==> config.mk <==
export PLATFORM = sky130hd
export DESIGN_NAME = pc_gen
export DESIGN_NICKNAME = d
export VERILOG_FILES = /design/src/rtl/pc_gen_pkg.sv /design/src/rtl/pc_next_mux.sv /design/src/rtl/pc_gen.sv
export SDC_FILE = /design/constraint.sdc
export NUM_CORES = 1
export LEC_CHECK = 0
export ABC_CLOCK_PERIOD_IN_PS = 7130
export CORE_UTILIZATION = 45
export CTS_CLUSTER_SIZE = 12
export DETAILED_ROUTE_END_ITERATION = 10
export PLACE_DENSITY = 0.85
export SLEW_MARGIN = 5
export SYNTH_ARGS = -nofsm -noshare
export SYNTH_HDL_FRONTEND = slang
export SYNTH_SLANG_ARGS = --single-unit
==> constraint.sdc <==
create_clock -name clk -period 7.13 [get_ports clk]
set_input_delay 1.426 -clock clk [delete_from_list [all_inputs] [get_ports clk]]
set_output_delay 1.426 -clock clk [all_outputs]
set_load 0.1 [all_outputs]
==> src/rtl/pc_gen_pkg.sv <==
// Shared types and default vectors for the program-counter unit.
// Imported by pc_next_mux and pc_gen.
package pc_gen_pkg;

  localparam int PC_WIDTH = 32;

  localparam logic [31:0] RESETPC_DEF = 32'h8000_0000;
  localparam logic [31:0] ILLOP_DEF   = 32'h8000_0004;
  localparam logic [31:0] XADR_DEF    = 32'h8000_0008;
  localparam int          KBIT_DEF    = 31;

  typedef enum logic [1:0] {
    PCSRC_SEQ = 2'd0,
    PCSRC_BR  = 2'd1,
    PCSRC_J   = 2'd2,
    PCSRC_JR  = 2'd3
  } pcsrc_e;

endpackage

==> src/rtl/pc_next_mux.sv <==
// Sequential next-PC select with kernel-bit masking.
// Ports: pc, pc_src, branch/jump/jr targets in; pc_plus4, seq_next out.
module pc_next_mux
  import pc_gen_pkg::*;
#(
  parameter int WIDTH = PC_WIDTH,
  parameter int KBIT  = KBIT_DEF
) (
  input  logic [WIDTH-1:0] pc,
  input  logic [1:0]       pc_src,
  input  logic [WIDTH-1:0] branch_tgt,
  input  logic [WIDTH-1:0] jump_tgt,
  input  logic [WIDTH-1:0] jr_tgt,
  output logic [WIDTH-1:0] pc_plus4,
  output logic [WIDTH-1:0] seq_next
);

  pcsrc_e           src;
  logic             kernel;
  logic [WIDTH-1:0] tgt;

  assign src      = pcsrc_e'(pc_src);
  assign kernel   = pc[KBIT];
  assign pc_plus4 = pc + WIDTH'(4);

  always_comb begin
    tgt = pc_plus4;
    unique case (src)
      PCSRC_SEQ: tgt = pc_plus4;
      PCSRC_BR:  tgt = branch_tgt;
      PCSRC_J:   tgt = jump_tgt;
      PCSRC_JR:  tgt = jr_tgt;
    endcase
  end

  // User code can never raise privilege; in kernel only jr
  // (and PC+4 wrap) may leave kernel mode.
  always_comb begin
    seq_next = tgt;
    if (!kernel) begin
      seq_next[KBIT] = 1'b0;
    end else if (src == PCSRC_BR || src == PCSRC_J) begin
      seq_next[KBIT] = 1'b1;
    end
  end

endmodule

==> src/rtl/pc_gen.sv <==
// Program counter: holds PC/EPC, vectors on illop/irq, kernel bit.
// Ports: clk, reset (async low), pc_wr, pc_src, targets, illop, irq;
//        pc, pc_plus4, epc, kernel, irq_ack.
module pc_gen
  import pc_gen_pkg::*;
#(
  parameter int               WIDTH   = PC_WIDTH,
  parameter logic [WIDTH-1:0] RESETPC = WIDTH'(RESETPC_DEF),
  parameter logic [WIDTH-1:0] ILLOP   = WIDTH'(ILLOP_DEF),
  parameter logic [WIDTH-1:0] XADR    = WIDTH'(XADR_DEF),
  parameter int               KBIT    = KBIT_DEF
) (
  input  logic             clk,
  input  logic             reset,
  input  logic             pc_wr,
  input  logic [1:0]       pc_src,
  input  logic [WIDTH-1:0] branch_tgt,
  input  logic [WIDTH-1:0] jump_tgt,
  input  logic [WIDTH-1:0] jr_tgt,
  input  logic             illop,
  input  logic             irq,
  output logic [WIDTH-1:0] pc,
  output logic [WIDTH-1:0] pc_plus4,
  output logic [WIDTH-1:0] epc,
  output logic             kernel,
  output logic             irq_ack
);

  logic [WIDTH-1:0] seq_next;
  logic             irq_pend;
  logic             take_ill;
  logic             take_irq;

  pc_next_mux #(
    .WIDTH (WIDTH),
    .KBIT  (KBIT)
  ) u_mux (
    .pc         (pc),
    .pc_src     (pc_src),
    .branch_tgt (branch_tgt),
    .jump_tgt   (jump_tgt),
    .jr_tgt     (jr_tgt),
    .pc_plus4   (pc_plus4),
    .seq_next   (seq_next)
  );

  assign kernel   = pc[KBIT];
  assign take_ill = pc_wr & illop;
  assign take_irq = pc_wr & ~illop
                  & irq_pend & ~kernel;

  always_ff @(posedge clk or negedge reset) begin
    if (!reset) begin
      pc       <= RESETPC;
      epc      <= '0;
      irq_pend <= 1'b0;
      irq_ack  <= 1'b0;
    end else begin
      irq_ack <= take_irq;
      // Pending request follows the level; in kernel it
      // is held but never newly set.
      if (take_irq || !irq) begin
        irq_pend <= 1'b0;
      end else if (!kernel) begin
        irq_pend <= 1'b1;
      end
      if (pc_wr) begin
        unique case (1'b1)
          take_ill: begin
            pc  <= ILLOP;
            epc <= pc_plus4;
          end
          take_irq: begin
            pc  <= XADR;
            epc <= seq_next;
          end
          default: pc <= seq_next;
        endcase
      end
    end
  end

endmodule

==> impl_results.md, run 1 <==
- Die area: 0.00989 mm²
- First-pass GRT wire length: between 20 and 30 mm
- Final Cell Area: roughly 0.0065 mm²
- Via density: roughly 6.3
- Top Ports: 201
- Worst-Margin Slew: around 1300 ps
- Mapped Cells: 496
- Comb power frac: 0.543
- Skew-Pair Late Insertion Delay: 340 ps
- Top sig layer: met4
- VDD IR max: about 0.17 mV
- Post-CTS Hold Fix Bufs: 0
- Most used DFF post-synth: dfrtp_1
- #FFs+latches synth: 66
- Total CTS buffers: 9
- Cell Pwr Density: 264 mW/mm²
- CTS root buf: clkbuf_8
- Number of synthesized flops with an enable pin: 0
- Unrepaired setup endpoints after global routing: false
- Final slew viol count: 0
- PortBufs: 200
- Total GRT Usage: 0.333
- Worst Setup End Kind: primary output
- WHS: 475 ps
- Outcome: completed
- Antenna-violating nets left: 0
- HPWL after detailed placement: 11.7 mm
- Startpoint Class: flop
- Seq/Total Area, Yosys: 0.387
- Via Count: 4,964
- Yosys cell types: 59
- DR DRC count: 0
- WL/cell: 20.2 µm
- Max frequency: 192 MHz
- N_diodes: 0
- Post-Syn Area: around 0.0043 mm²
- Min cycle time layout: 5210 ps
- Data arrival, critical path: 3790 ps
- Worst Path Required: 5700 ps
- Sw frac: 0.518
- Gr ovfl total: 0
- Internal Power: 0.000825 W
- Core Region: between 0.009 and 0.01 mm²
- Wire length on met3: 1.24 mm
- Syn_nets: 604
- Peak fanout along the critical path: 10
- Area Growth Syn to Fin: 51.5%
- Initial antenna violation count: 0
- Final setup TNS: 0 ps
- Cts repair resizes: 0
- Die H: 99.4 µm
- Clock sinks: 66
- M1 WL: approximately 6.4 mm
- Synthesis Warnings: 0
- H-tree depth: 3
- Cell area after placement: 0.00629 mm²
- Final hold violation count: 0
- Layout cells sized above 1: 0.0647
- Initial Utilization: 0.464
- GP Congestion: 0.934
- Max cap viols: 0
- Largest net degree at the start of global routing: 67
- FP Rows: 35
- Clock buffer depth: 2
- Async S/R FF share, synth: 1.00
- TritonCTS clock tree: yes
- Tcrit/Tclk final: 0.731
- Clock power share: 0.179
- NumNets Final: 783
- Mapped Avg Cell Area: 8.61 µm²
- Postcts setup bufs: 0
- Setup violations, final: 0
- Initial drt markers: 372
- Die width: 99.4 µm
- Drt first pass iters: 8
- Leak: 2.64 nW
- Sequential power share: 0.278
- Vias in the first global route: 5,068
- Slew margin rel.: 0.113
- WS Path Type: reg2out
- Met2 WL: 7.92 mm
- Clk slew on worst S/H paths: 70 ps
- Net switching power: 0.000885 W
- Clock Skew: 7.72 ps
- Final wirelength: 16.0 mm
- Flop-to-flop setup slack: approximately 4500 ps
- HP Class: reg2reg
final cells by class:
class,count,area (µm²)
Inverter,23,86.3
Clock inverter,4,45.0
Timing Repair Buffer,208,2060
Fill cell,755,2730
Multi-Input combinational cell,367,2350
Tap cell,111,139
Sequential cell,66,1650
Clock buffer,12,135
power by group through the flow:
| stage | Sequential, W | Clock, W | Combinational [W] |
|---|---|---|---|
| 2_1_floorplan | 0.000835 | 0 | 0.000310 |
| 3_3_place_gp | 0.000479 | 0 | 0.000919 |
| 3_5_place_dp | 0.000481 | 0 | 0.000925 |
| 4_1_cts | 0.000474 | 0.000311 | 0.000928 |
| 5_1_grt | 0.000482 | 0.000326 | 0.000960 |
| 6_report | 0.000476 | 0.000306 | 0.000928 |
synth_stat cells, types with 3 or more instances:
| cell | instances | area [µm²] |
|---|---|---|
| a211oi_1 | 3 | 22.5 |
| a21o_1 | 4 | 30.0 |
| a21oi_1 | 19 | 95.1 |
| a222oi_1 | 25 | 250 |
| a22o_1 | 5 | 43.8 |
| a22oi_1 | 5 | 37.5 |
| a31o_2 | 4 | 35.0 |
| a31oi_1 | 6 | 37.5 |
| a32o_1 | 11 | 110 |
| and2_1 | 6 | 37.5 |
| and3_1 | 3 | 18.8 |
| buf_1 | 4 | 15.0 |
| buf_4 | 3 | 22.5 |
| clkbuf_1 | 30 | 113 |
| dfrtp_1 | 65 | 1630 |
| ha_1 | 5 | 62.6 |
| inv_1 | 21 | 78.8 |
| mux2_2 | 3 | 33.8 |
| nand2_1 | 71 | 267 |
| nand3_1 | 17 | 85.1 |
| nand4_1 | 9 | 56.3 |
| nor2_1 | 30 | 113 |
| nor3_1 | 6 | 30.0 |
| nor4_1 | 11 | 68.8 |
| o211ai_1 | 3 | 22.5 |
| o21ai_0 | 35 | 175 |
| o221ai_1 | 4 | 35.0 |
| o22ai_1 | 9 | 56.3 |
| o2bb2ai_1 | 12 | 105 |
| o31ai_1 | 4 | 30.0 |
| o32ai_1 | 5 | 43.8 |
| or2_2 | 4 | 25.0 |
| or3_1 | 3 | 18.8 |
| or4_4 | 3 | 33.8 |
| xnor2_1 | 14 | 123 |
| xor2_1 | 5 | 43.8 |
cells in the final DEF (no fill, tap or decap), types with 12 or more instances in the layout:
| cell type | synthesis | layout |
|---|---|---|
| o21ai_0 | 35 | 35 |
| o2bb2ai_1 | 12 | 12 |
| inv_1 | 21 | 21 |
| dfrtp_1 | 65 | 65 |
| a222oi_1 | 25 | 25 |
| nand3_1 | 17 | 17 |
| nor2_1 | 30 | 30 |
| clkdlybuf4s50_1 | 0 | 199 |
| xnor2_1 | 14 | 14 |
| nand2_1 | 71 | 71 |
| a21oi_1 | 19 | 19 |
cells by family after synthesis:
logic type               Yosys count  share of synthesized area
XOR/XNOR                          19                     0.0390
buffers and inverters             63                     0.0618
multiplexers                       4                     0.0103
flip-flops                        66                      0.387
AND/OR/NAND/NOR                  172                      0.194
adder cells (fa/ha/maj)            5                     0.0146
AO/OA/AOI/OAI                    167                      0.293
layer usage:
layer	vias up	global-route usage
met5	-	0
met4	0	0.140
met3	37	0.0668
met2	258	0.571
met1	2415	0.409
li1	2254	-
per-stage QoR:
stage	instances	setup slack, ps	util	total power [W]
5_1_grt	791	1730	0.704	0.00177
3_3_place_gp	775	2390	0.684	0.00140
4_1_cts	791	1910	0.704	0.00171
6_report	791	1920	0.704	0.00171
3_5_place_dp	775	2310	0.684	0.00141
2_1_floorplan	496	1960	-	0.00115
worst max-delay path, cell delays in order, from the launching register on:
cell and delay, ps:
dfrtp_1 440, ha_1 240, nand4_1 300, or3_1 660, or4_4 590, nand2_1 90, clkdlybuf4s50_1 1120
state kept, by name, summed over array words and instances (netlist names):
signal / cells
epc: 32
irq_ack: 1
pc: 32
irq_pend: 1
worst paths after layout:
path,end,startpoint,depth (start not counted)
max,pc_plus4[28],pc[2],6
min,epc[29],epc[29],2
max reg2reg,pc[28],pc[2],6
min reg2reg,epc[29],epc[29],2
max in group asynchronous,pc[15],reset,2
min in group asynchronous,epc[19],reset,2
Power figures use the tool's default switching activity.
==> inputs of run 2 (changes only) <==
- ABC_CLOCK_PERIOD_IN_PS: 7130 -> 4200
- CORE_UTILIZATION: 45 -> 38
- PLACE_DENSITY: 0.85 -> 0.76
- clock period: 7.13 -> 4.2 ns (I/O delays scaled with it)
==> impl_results.md, run 2 (synthesis results as in run 1) <==
- TritonCTS clock tree: yes
- Die area: about 0.012 mm²
- Tcrit/Tclk final: 0.902
- HP Class: in2async
- GP Congestion: 0.903
- Core Region: 0.0109 mm²
- Slew margin rel.: 0.310
- CP max stage delay: 680 ps
- Worst Path Required: 3360 ps
- Post-CTS Hold Fix Bufs: 0
- Clk slew on worst S/H paths: 70 ps
- Max frequency: 264 MHz
- Outcome: completed
- Vias in the first global route: a little over 5,000
- Net switching power: 0.00152 W
- Crit-path slowest cell: or3_1
- Crit-path leading delay family: simple AND/OR/NAND/NOR gates
- Reg2Reg Depth: 6
- Setup violations, final: 0
- Clock Skew: 11.0 ps
- Postcts setup bufs: 0
- N_diodes: 0
- Commonest non-fill, non-tap cells in the layout: clkdlybuf4s50_1, nand2_1, dfrtp_1
- Via Count: 5,020
- WL/cell: between 20 and 25 µm
- Total CTS buffers: 9
- Initial antenna violation count: 0
- Cell area after placement: 0.00637 mm²
- Reg-to-Reg End: epc[28]
- Initial drt markers: a little over 300
- Final hold violation count: 0
- PortBufs: 200
- Unrepaired setup endpoints after global routing: false
- Commonest non-fill, non-tap cell in the layout: clkdlybuf4s50_1
- Initial Utilization: 0.392
- Worst r2r src: pc[2]
- Leak: 2.77 nW
- H-tree depth: 3
- Min cycle time layout: 3790 ps
- Clock power share: 0.204
- Startpoint Class: flop
- Cts repair resizes: 0
- Internal Power: around 0.0015 W
- Via density: 6.08
- Clock buffer depth: 2
- FP Rows: 38
- Total GRT Usage: 0.300
- Worst Setup End Kind: primary output
- Wire length on met3: 1.38 mm
- Top Ports: about 200
- First-pass GRT wire length: 26.8 mm
- Drt first pass iters: 5
- M1 WL: around 7 mm
- NumNets Final: about 790
- Final Cell Area: 0.00659 mm²
- Comb power frac: 0.526
- Flop-to-flop setup slack: 1510 ps
- Data arrival, critical path: 2950 ps
- Gr ovfl total: 0
- HPWL after detailed placement: about 13 mm
- Antenna-violating nets left: 0
- VDD IR max: 0.236 mV
- Top Registers: epc (32), pc (32)
- Largest net degree at the start of global routing: 31
- Peak fanout along the critical path: 10
- Final setup TNS: 0 ps
- Skew-Pair Late Insertion Delay: 350 ps
- Critical path buffers and inverters: 1
- Die H: about 110 µm
- Sw frac: 0.504
- Cell Pwr Density: 457 mW/mm²
- Final slew viol count: 0
- Final Core Density: 0.605
- Worst-Margin Slew: 1030 ps
- Met2 WL: 8.50 mm
- Clock sinks: 66
- Final wirelength: 17.0 mm
- Top sig layer: met4
- Die width: 108 µm
- CTS root buf: clkbuf_8
- Max cap viols: 0
- Layout cells sized above 1: 0.117
- Sequential power share: 0.270
- Area Growth Syn to Fin: 54.3%
- DR DRC count: 0
- Cell Chain, Critical Path: ha_1, nand4_1, or3_1, or4_4, nand2_1, buf_12
- WS Path Type: reg2out
[run 2: cell count changes in the layout (fill, tap and decap cells not counted)]
cell | before | now
clkinv_2 | 3 | 0
clkbuf_1 | 3 | 2
xnor2_2 | 0 | 4
xnor2_1 | 14 | 10
bufinv_16 | 1 | 2
clkdlybuf4s50_1 | 199 | 173
buf_12 | 0 | 3
clkbuf_8 | 9 | 11
buf_4 | 8 | 37
[run 2: worst reg2reg max path, stage by stage, from the launching register on]
cell	delay, ps
dfrtp_1	440
ha_1	250
nand4_1	320
or3_1	680
o31ai_1	460
nand3_1	170
a32o_1	280
[run 2: routing by layer]
metal,global-route usage,up-vias
li1,-,2253
met1,0.370,2467
met2,0.514,273
met3,0.0555,27
met4,0.126,0
met5,0,-
[run 2: layout make-up]
type	count	area, µm²
Fill cell	986	4300
Multi-Input combinational cell	367	2380
Timing Repair Buffer	214	2070
Sequential cell	66	1650
Tap cell	140	175
Clock buffer	13	159
Inverter	23	86.3
Clock inverter	2	60.1
[run 2: stage by stage]
stage	total power (W)	hold slack (ps)	setup slack (ps)	instances
floorplan	0.00195	533	37.0	496
global placement	0.00239	453	929	810
detailed placement	0.00240	469	818	810
CTS	0.00302	454	412	825
global route	0.00311	476	298	825
finish	0.00302	449	413	825
[run 2: worst max path at each step]
stage                from  slack, ps           end  depth (start not counted)
floorplan           pc[2]         40  pc_plus4[12]                          4
global placement    pc[2]        930  pc_plus4[28]                          6
detailed placement  pc[2]        820  pc_plus4[28]                          6
CTS                 pc[2]        410  pc_plus4[28]                          6
global route        pc[2]        300  pc_plus4[26]                          6
finish              pc[2]        410  pc_plus4[28]                          6
[run 2: power by group through the flow]
stage | clock [W] | combinational [W] | sequential [W]
floorplan | 0 | 0.000528 | 0.00142
global placement | 0 | 0.00157 | 0.000821
detailed placement | 0 | 0.00158 | 0.000823
CTS | 0.000616 | 0.00159 | 0.000813
global route | 0.000647 | 0.00164 | 0.000826
finish | 0.000616 | 0.00159 | 0.000815
==> inputs of run 3 (changes only) <==
- GPL_ROUTABILITY_DRIVEN: not set -> 0
==> impl_results.md, run 3 (synthesis results as in run 1) <==
- Final Core Density: 0.602
- PortBufs: 200
- Clk slew on worst S/H paths: 70 ps
- Drt first pass iters: 8
- Top Ports: 201
- Max cap viols: 0
- Final hold violation count: 0
- Max frequency: ~270 MHz
- Gr ovfl total: 0
- Tcrit/Tclk final: 0.891
- Layout cells sized above 1: 0.117
- NumNets Final: ~800
- Largest net degree at the start of global routing: 49
- Die H: 108 µm
- Die area: 0.0117 mm²
- Clock Skew: 10.3 ps
- VDD IR max: 0.250 mV
- Commonest non-fill, non-tap cell in the layout: clkdlybuf4s50_1
- Total power: between 0.002 and 0.003 W
- Initial drt markers: 394
- TritonCTS clock tree: yes
- Clock buffer depth: 2
- Worst Path Required: 3360 ps
- CTS root buf: clkbuf_8
- Top Registers: epc (32), pc (32)
- WS Path Type: reg2out
- Final slew viol count: 0
- Initial Utilization: 0.392
- Final setup TNS: 0 ps
- Worst-Margin Slew: 1020 ps
- Fillers: 940
- Setup violations, final: 0
- First-pass GRT wire length: roughly 26 mm
- Peak fanout along the critical path: 10
- H-tree depth: 3
- Outcome: completed
- Core Region: approximately 0.011 mm²
- Startpoint Class: flop
- Vias in the first global route: 4,982
- DR DRC count: 0
- Die width: ~110 µm
- HPWL after detailed placement: roughly 12 mm
- Initial antenna violation count: 0
- FP Rows: 38
- Worst Setup End Kind: primary output
- Register Area: 0.00165 mm²
- Cell Pwr Density: 449 mW/mm²
- Data arrival, critical path: 2900 ps
- Via density: 5.99
- Skew-Pair Late Insertion Delay: ~350 ps
- WL/cell: just over 20 µm
- Total CTS buffers: 9
- Slew margin rel.: 0.316
- Area Growth Syn to Fin: 53.4%
- N_diodes: 0
- Clock sinks: 66
- Min cycle time layout: 3740 ps
- Postcts setup bufs: 0
- HP Class: in2async
- Setup crit start: pc[2]
- Total GRT Usage: 0.293
- WHS: 424 ps
- Antenna-violating nets left: 0
- Unrepaired setup endpoints after global routing: false
- Commonest non-fill, non-tap cells in the layout: clkdlybuf4s50_1, nand2_1, dfrtp_1
- Via Count: 4,938
- Area occupied by multi-input gates: 0.00238 mm²
- Final wirelength: approximately 17 mm
- Worst r2r src: pc[2]
- Post-CTS Hold Fix Bufs: 0
- Leak: about 2.8 nW
- Cts repair resizes: 0
[run 3: changes by cell type in the layout (fill, tap and decap cells not counted), sizes merged]
cell and delta:
buf -2, bufinv -1, clkbuf -2, clkinv +4
[run 3: final timing paths]
| check | to | slack (ps) | depth (start not counted) |
|---|---|---|---|
| min | irq_ack | 420 | 1 |
| min in group clk | epc[23] | 470 | 2 |
| max reg2reg | epc[28] | 1570 | 6 |
| max in group asynchronous | pc[20] | 2790 | 2 |
| max | pc_plus4[28] | 460 | 6 |
| min reg2reg | epc[23] | 470 | 2 |
[run 3: metrics by stage]
stage	setup WS [ps]	std cells	cell area [µm²]
after floorplan	37.0	496	4300
after global placement	943	808	6360
after detailed placement	847	808	6360
after CTS	454	824	6550
after global routing	292	824	6550
final	459	824	6550
[run 3: critical path: stages, from the launching register on]
cell	delay [ps]
dfrtp_1	440
ha_1	250
nand4_1	300
or3_1	660
or4_4	590
nand2_1	130
buf_12	180
[run 3: cell type report]
type	instances	share of cell area
clock buffers	11	0.0216
multi-input cells	367	0.364
flip-flops and latches	66	0.252
well taps	140	0.0267
inverters	23	0.0132
repair buffers	212	0.314
clock inverters	5	0.00821
[run 3: where the power goes]
group / switching [W] / leakage [nW] / internal [W]
combinational: 0.00117 / 1.82 / 0.000408
sequential: 0.0000950 / 0.837 / 0.000721
clock: 0.000256 / 0.103 / 0.000289
[run 3: layer usage]
metal,wire (µm),track usage
met1,6660,0.372
met2,8180,0.490
met4,346,0.0998
met5,0,0
met3,1430,0.0639
